**src/rtl/phy_pkg.sv**
```systemverilog
// phy_pkg: shared lane widths, comma symbol and serializer state encoding
package phy_pkg;
  localparam int LANE_W = 32;
  localparam int BYTE_W = 8;
  localparam logic [BYTE_W-1:0] COM_SYM = 8'hBC;
  typedef enum logic {IDLE = 1'b0, SEND = 1'b1} ser_state_t;
endpackage

```
**src/rtl/fifo_lane.sv**
```systemverilog
// fifo_lane: synchronous FIFO with fill count, head word visible on dout
module fifo_lane #(
  parameter int WIDTH = 32,
  parameter int DEPTH = 4,
  localparam int AW = $clog2(DEPTH)
) (
  input  logic             clk_4f,
  input  logic             reset_L,
  input  logic             push,
  input  logic             pop,
  input  logic [WIDTH-1:0] din,
  output logic [WIDTH-1:0] dout,
  output logic [AW:0]      count,
  output logic             full,
  output logic             empty
);
  logic [WIDTH-1:0] mem [DEPTH];
  logic [AW-1:0] rd_ptr, wr_ptr;
  assign dout  = mem[rd_ptr];
  assign full  = count == (AW+1)'(DEPTH);
  assign empty = count == '0;
  // pointers wrap naturally at DEPTH; count tracks push minus pop
  always_ff @(posedge clk_4f or negedge reset_L)
    if (!reset_L) begin
      rd_ptr <= '0;
      wr_ptr <= '0;
      count  <= '0;
    end else begin
      if (push) wr_ptr <= wr_ptr + 1'b1;
      if (pop) rd_ptr <= rd_ptr + 1'b1;
      count <= count + (AW+1)'(push) - (AW+1)'(pop);
    end
  // storage needs no reset; only slots below count are ever read
  always_ff @(posedge clk_4f)
    if (push) mem[wr_ptr] <= din;
endmodule

```
**src/rtl/lane_byte_serializer.sv**
```systemverilog
// lane_byte_serializer: buffers 32-bit lane words and emits them MSB byte first; COM_IDLE_EN selects comma idle fill
module lane_byte_serializer import phy_pkg::*; #(
  parameter int DEPTH = 4,
  parameter logic [BYTE_W-1:0] IDLE_SYM = COM_SYM,
  localparam int AW = $clog2(DEPTH)
) (
  input  logic              clk_4f,
  input  logic              reset_L,
  input  logic [LANE_W-1:0] data_in,
  input  logic              valid_in,
  output logic [BYTE_W-1:0] data_out,
  output logic              valid_out,
  output logic              ready_out,
  output logic              overflow
);
`ifdef COM_IDLE_EN
  localparam logic [BYTE_W-1:0] IDLE_BYTE = IDLE_SYM;
`else
  localparam logic [BYTE_W-1:0] IDLE_BYTE = '0;
`endif
  ser_state_t state;
  logic [1:0] byte_idx;
  logic [LANE_W-BYTE_W-1:0] shift;
  logic [LANE_W-1:0] head;
  logic [AW:0] count;
  logic full, empty, push, pop;
  // a new word starts only when idle or when the previous word's last byte went out
  assign pop       = !empty && (state == IDLE || byte_idx == 2'd0);
  assign push      = valid_in && (!full || pop);
  assign ready_out = count < (AW+1)'(DEPTH - 1);
  fifo_lane #(.WIDTH(LANE_W), .DEPTH(DEPTH)) u_fifo (
    .clk_4f (clk_4f),
    .reset_L(reset_L),
    .push   (push),
    .pop    (pop),
    .din    (data_in),
    .dout   (head),
    .count  (count),
    .full   (full),
    .empty  (empty)
  );
  // serializer FSM: load head word, shift out remaining bytes, wrap byte_idx to 0 after the last
  always_ff @(posedge clk_4f or negedge reset_L)
    if (!reset_L) begin
      state     <= IDLE;
      byte_idx  <= '0;
      shift     <= '0;
      data_out  <= '0;
      valid_out <= 1'b0;
      overflow  <= 1'b0;
    end else begin
      overflow <= valid_in && !push;
      if (pop) begin
        state     <= SEND;
        byte_idx  <= 2'd1;
        shift     <= head[LANE_W-BYTE_W-1:0];
        data_out  <= head[LANE_W-1 -: BYTE_W];
        valid_out <= 1'b1;
      end else if (state == SEND && byte_idx != 2'd0) begin
        byte_idx  <= byte_idx + 2'd1;
        shift     <= shift << BYTE_W;
        data_out  <= shift[LANE_W-BYTE_W-1 -: BYTE_W];
        valid_out <= 1'b1;
      end else begin
        state     <= IDLE;
        data_out  <= IDLE_BYTE;
        valid_out <= 1'b0;
      end
    end
endmodule
```
**config.mk**
```make
export PLATFORM = sky130hd
export DESIGN_NAME = lane_byte_serializer
export DESIGN_NICKNAME = d
export VERILOG_FILES = /design/src/rtl/phy_pkg.sv /design/src/rtl/fifo_lane.sv /design/src/rtl/lane_byte_serializer.sv
export SDC_FILE = /design/constraint.sdc
export NUM_CORES = 1
export LEC_CHECK = 0
export CORE_AREA = 2 2 119 121
export DETAILED_ROUTE_END_ITERATION = 8
export DIE_AREA = 0 0 121 123
export MAX_ROUTING_LAYER = met4
export PLACE_DENSITY = 0.7
export SKIP_CTS_REPAIR_TIMING = 1
export SLEW_MARGIN = 20
export SYNTH_ARGS = -nofsm -noshare
export SYNTH_HDL_FRONTEND = slang
export SYNTH_SLANG_ARGS = --single-unit
```
**constraint.sdc**
```tcl
create_clock -name clk_4f -period 2.3 [get_ports clk_4f]
set_input_delay 0.69 -clock clk_4f [delete_from_list [all_inputs] [get_ports clk_4f]]
set_output_delay 0.69 -clock clk_4f [all_outputs]
set_load 0.1 [all_outputs]
```
; ---- Yosys cells after proc, flatten, opt, wreduce, memory -nomap -nowiden
; Memories as Yosys holds them, arrays and structs flattened.
; Cells that the tools add are included.
[totals]
output_inout_bits = 11
wordCells = 44
regBits = 44
mem_bits_rw = 128
mem_count = 1
in_bits = 35
[memory_table]
columns = memory, words, word_bits, rd, rd_clocked_by_memory_dff, wr, line
row1 = u_fifo.mem, 4, 32, 1, 0, 1, fifo_lane.sv:17  ; logic [WIDTH-1:0] mem [DEPTH];
[classes]
n_eq_ne = 2
bitwise = 1
muxes = 12
n_addsub = 5
order_cmp = 1
n_reduce_logical = 13
[ops]
columns = cell, count
row1 = 24-bit two-way mux, 2
row2 = 8-bit two-way mux, 2
row3 = 2-bit by 1-bit adder with 2-bit output (second input constant), 3
row4 = 1-bit two-way mux, 6
row5 = 1-bit logical AND, 4
row6 = 2-bit two-way mux, 2
row7 = 2-bit nonzero test, 2
row8 = 3-bit by 1-bit adder with 3-bit output, 1
row9 = 3-bit equality test (second input constant), 1
row10 = 1-bit zero test, 3
row11 = 3-bit zero test, 1
row12 = 3-bit by 2-bit less-than comparator with 1-bit output (second input constant), 1
row13 = 3-bit by 1-bit subtractor with 3-bit output, 1
row14 = 2-bit zero test, 1
row15 = 1-bit logical OR, 2
row16 = 2-bit != test (second input constant), 1
row17 = 1-bit inverter, 1

; ---- Longest topological paths before layout
; Gate-level depths: netlist (run 1).
[depth]
word_depth = 7
depth_mapped = 11
mapped_depth_nobuf = 8

; ---- Cells and area by module
; From an unflattened synthesis (run 1), not the netlist that was laid out.
[hier_totals]
hier_cells = 355
area_unflattened_um2 = 6745.2
[modules_own_cells]
columns = module, area_each_um2, n_inst, cells_per_inst
row1 = fifo_lane, 5056.1, 1, 202
row2 = lane_byte_serializer, 1689.1, 1, 153

; ---- Worst setup path after synthesis (run 1)
; OpenSTA, ideal clock, no wires.
[synth_path]
kind = reg2out
from = reg u_fifo.count[1]
to = out ready_out
required_ns = 1.610
n_path_buf = 0
slack_ns = -0.440
stages_incl_launch_ff = 3
arrival_ns = 2.050
path_cell_list = dfrtp_1 ha_1 a21oi_1
[synth_via]
elab_chain_cells = 1
[synth_lines]
columns = item, line
row1 = "start, declared", fifo_lane.sv:13  ; output logic [AW:0] count,
row2 = "start signal, assigned", fifo_lane.sv:31  ; count <= count + (AW+1)'(push) - (AW+1)'(pop);
row3 = 3-bit by 2-bit less-than comparator with 1-bit output, lane_byte_serializer.sv:30  ; assign ready_out = count < (AW+1)'(DEPTH - 1);
row4 = "end, declared", lane_byte_serializer.sv:13  ; output logic ready_out,
; Every way passes these cells.

; ---- Final worst setup path (run 1)
[layout_path]
from = reg u_fifo.count[2]
to = out ready_out
; Same word-level chain as after synthesis.

==> results.yml, run 1 <==
status:
  status: "complete, no violations"
min_path:
  hold_path_class: "primary input to asynchronous set/reset pin"
clock_tree:
  cts.clk_slew.worst_paths_ns: 0.06
  clockRootBuffer: "clkbuf_16"
  ctsLongestPathBuffers: 2
  cts_buffers: 17
  h-tree-depth: 4
  insertion_delay_ns: 0.42
  cts_tree: "yes"
  cts_sinks: 172
final_layout:
  diodes: 0
  final_cell_area_um2: 7900
  fin_nets: 421
  syn_to_final_growth_pct: 20.7
  fill_cells: 1017
  drive_above_1_share_pct: 22.5
  fin_cells: 571
  seqCellArea_um2: 4950
  multi_input_area_um2: 1460
timing:
  min_period_over_period_pct: 93.1
  finalSetupViolCount: 0
  fin_crit_ns: 2.14
  relSlewSlack_pct: 44.5
  fmax_ghz: 0.467
  rsz0062_at_grt: "false"
  slew_violations: 0
  finalHoldViolations: 0
  finClkSkew_ns: 0.00747
  setup-tns-final_ns: 0
  tightest_slew_ns: 0.832
setup_path:
  worstPathArrival_ns: 1.45
  cp.required_ns: 1.61
  r2r_slack_ns: 0.30
  critPathKind: "flip-flop to output port"
  cp-start-kind: "flip-flop"
  end_kind: "output port"
  crit_fanout: 5
yosys:
  synth_area_um2: 6540
  syn_nets: 356
  syn_avg_cell_area_um2: 20.9
  yosys.cell_types.count: 32
  ys_ff_latch: 172
  seq_area_frac_synth_pct: 75.6
  synth_cells: 313
  synth_warnings: 0
die:
  ioPinCount: 46
  rows: 43
  die_w_um: 121
  core_um2: 13600
  start_util_pct: 48.0
  die_area_um2: 14900
  die_y_um: 123
global_route:
  grt_pass1_vias: 3303
  grt_max_degree: 27
  grt_pass1_wl_um: 18500
  antenna_found_initial: 0
  grt_usage_pct: 17.9
  grt_overflow: 0
detailed_routing:
  dr.pass1.iters: 4
  vias: 3153
  drt-total-wl_um: 11800
  via_per_inst: 5.52
  drtIter0Drc: 212
  drc: 0
  wire_per_inst_um: 20.7
  ant_nets: 0
placed_design:
  gp_congestion: 0.739
  placed_area_um2: 7340
  dp_hpwl_um: 7790
  dp_cells: 539
  numPortBuffers: 45
job:
  drv_cap: 0
power_and_ir_drop:
  power.static_leakage_nw: 2.93
  cellPowerDensity_nw_per_um2: 1370
  p_total_w: 0.0108
  ir_drop_mv: 0.515
report_power, final:
part           internal, W  total, W  switching (W)
sequential         0.00418   0.00449       0.000312
clock              0.00158   0.00269        0.00111
combinational      0.00154   0.00360        0.00206
total              0.00730    0.0108        0.00348
per-layer routing:
metal / vias up / share of wire, % / track usage [%]
met3: 21 / 4.7 / 4.20
met4: 0 / 1.9 / 7.34
met1: 1632 / 42 / 22.6
li1: 1421 / - / -
met5: - / 0 / -
met2: 79 / 51 / 28.2
logic make-up after synthesis:
group,count (synthesis),synth area share (%)
compound gates,36,4.94
xor+xnor,4,0.536
fa+ha+maj,8,1.65
buf+inv,26,2.24
flops,172,75.6
mux,33,11.9
simple gates,34,3.14
state kept, by name, summed over array words and instances, names as in the netlist:
register,flops
u_fifo.mem,128
shift,24
data_out,8
u_fifo.count,3
byte_idx,2
u_fifo.rd_ptr,2
u_fifo.wr_ptr,2
overflow,1
state,1
valid_out,1
synthesized netlist by cell type:
master | count | area share (%)
nand2b_1 | 1 | 0.096
mux4_2 | 20 | 6.9
nor2_1 | 1 | 0.057
nor2b_1 | 1 | 0.096
clkbuf_1 | 4 | 0.23
buf_4 | 2 | 0.23
o21ai_0 | 1 | 0.076
ha_1 | 7 | 1.3
or3_1 | 2 | 0.19
buf_12 | 1 | 0.31
dfrtp_1 | 44 | 17
nor3_1 | 2 | 0.15
buf_6 | 2 | 0.34
nor3b_1 | 1 | 0.11
a221o_1 | 16 | 2.4
and2_1 | 4 | 0.38
buf_1 | 1 | 0.057
fa_1 | 1 | 0.31
and3_1 | 17 | 1.6
nor2_4 | 1 | 0.17
nand2_1 | 3 | 0.17
inv_1 | 8 | 0.46
nand3_1 | 1 | 0.076
mux4_1 | 12 | 4.8
xnor2_1 | 2 | 0.27
a22o_1 | 16 | 2.1
a21oi_1 | 2 | 0.15
edfxtp_1 | 128 | 59
buf_2 | 8 | 0.61
mux2_2 | 1 | 0.17
xor2_1 | 2 | 0.27
a21boi_1 | 1 | 0.11
placed cells by master, fill, tap and decap left out, types with 2 or more instances in the layout:
| cell type | instances |
|---|---|
| bufinv_16 | 2 |
| edfxtp_1 | 128 |
| mux4_2 | 20 |
| clkbuf_1 | 2 |
| buf_12 | 9 |
| buf_4 | 21 |
| a221o_1 | 16 |
| inv_1 | 8 |
| mux4_1 | 12 |
| clkinv_4 | 2 |
| xor2_1 | 2 |
| clkinv_2 | 2 |
| a22o_1 | 16 |
| ha_1 | 7 |
| clkinv_1 | 3 |
| clkbuf_16 | 17 |
| or3_1 | 2 |
| clkinvlp_4 | 3 |
| and3_1 | 17 |
| dfrtp_1 | 43 |
| clkdlybuf4s50_1 | 33 |
| nor3_1 | 2 |
| xnor2_1 | 2 |
| nand2_1 | 3 |
| and2_2 | 4 |
critical path: stages (launching register included):
cell	delay (ns)
dfrtp_1	0.41
inv_1	0.06
ha_1	0.18
a21oi_2	0.17
buf_12	0.19
layout make-up:
| type | instances | area share (%) |
|---|---|---|
| multi-input combinational | 115 | 18.5 |
| clock buffer | 19 | 5.48 |
| tap | 180 | 2.85 |
| clock inverter | 13 | 1.60 |
| sequential | 172 | 62.6 |
| timing repair buffer | 64 | 8.53 |
| inverter | 8 | 0.380 |
through the flow:
step                      util [%]  setup slack [ns]  hold slack [ns]
after floorplan                  -             0.103            0.394
after global placement        53.9           0.00861            0.458
after detailed placement      53.9            0.0302            0.476
after CTS                     58.0             0.136            0.230
after global routing          58.0            0.0772            0.254
final                         58.0             0.158            0.221
path summary, 6_finish.rpt:
path                       depth (start not counted)          endpoint             from
max reg2reg                                        8   u_fifo.count[1]      byte_idx[0]
max                                                4         ready_out  u_fifo.count[2]
min reg2reg                                        1       byte_idx[0]      byte_idx[0]
min in group clk_4f                                1       byte_idx[0]      byte_idx[0]
max in group asynchronous                          2  u_fifo.rd_ptr[0]          reset_L
min                                                1   u_fifo.count[1]          reset_L
(Power assumes the default switching activity.)
==> run 2: changes to the inputs <==
--- a/config.mk
+++ b/config.mk
@@ -8,6 +8,7 @@
 export CORE_AREA = 2 2 119 121
 export DETAILED_ROUTE_END_ITERATION = 8
 export DIE_AREA = 0 0 121 123
+export GPL_TIMING_DRIVEN = 1
 export MAX_ROUTING_LAYER = met4
 export PLACE_DENSITY = 0.7
 export SKIP_CTS_REPAIR_TIMING = 1
==> results of run 2 <==
Final layout, timing and power as in run 1 (identical DEF).
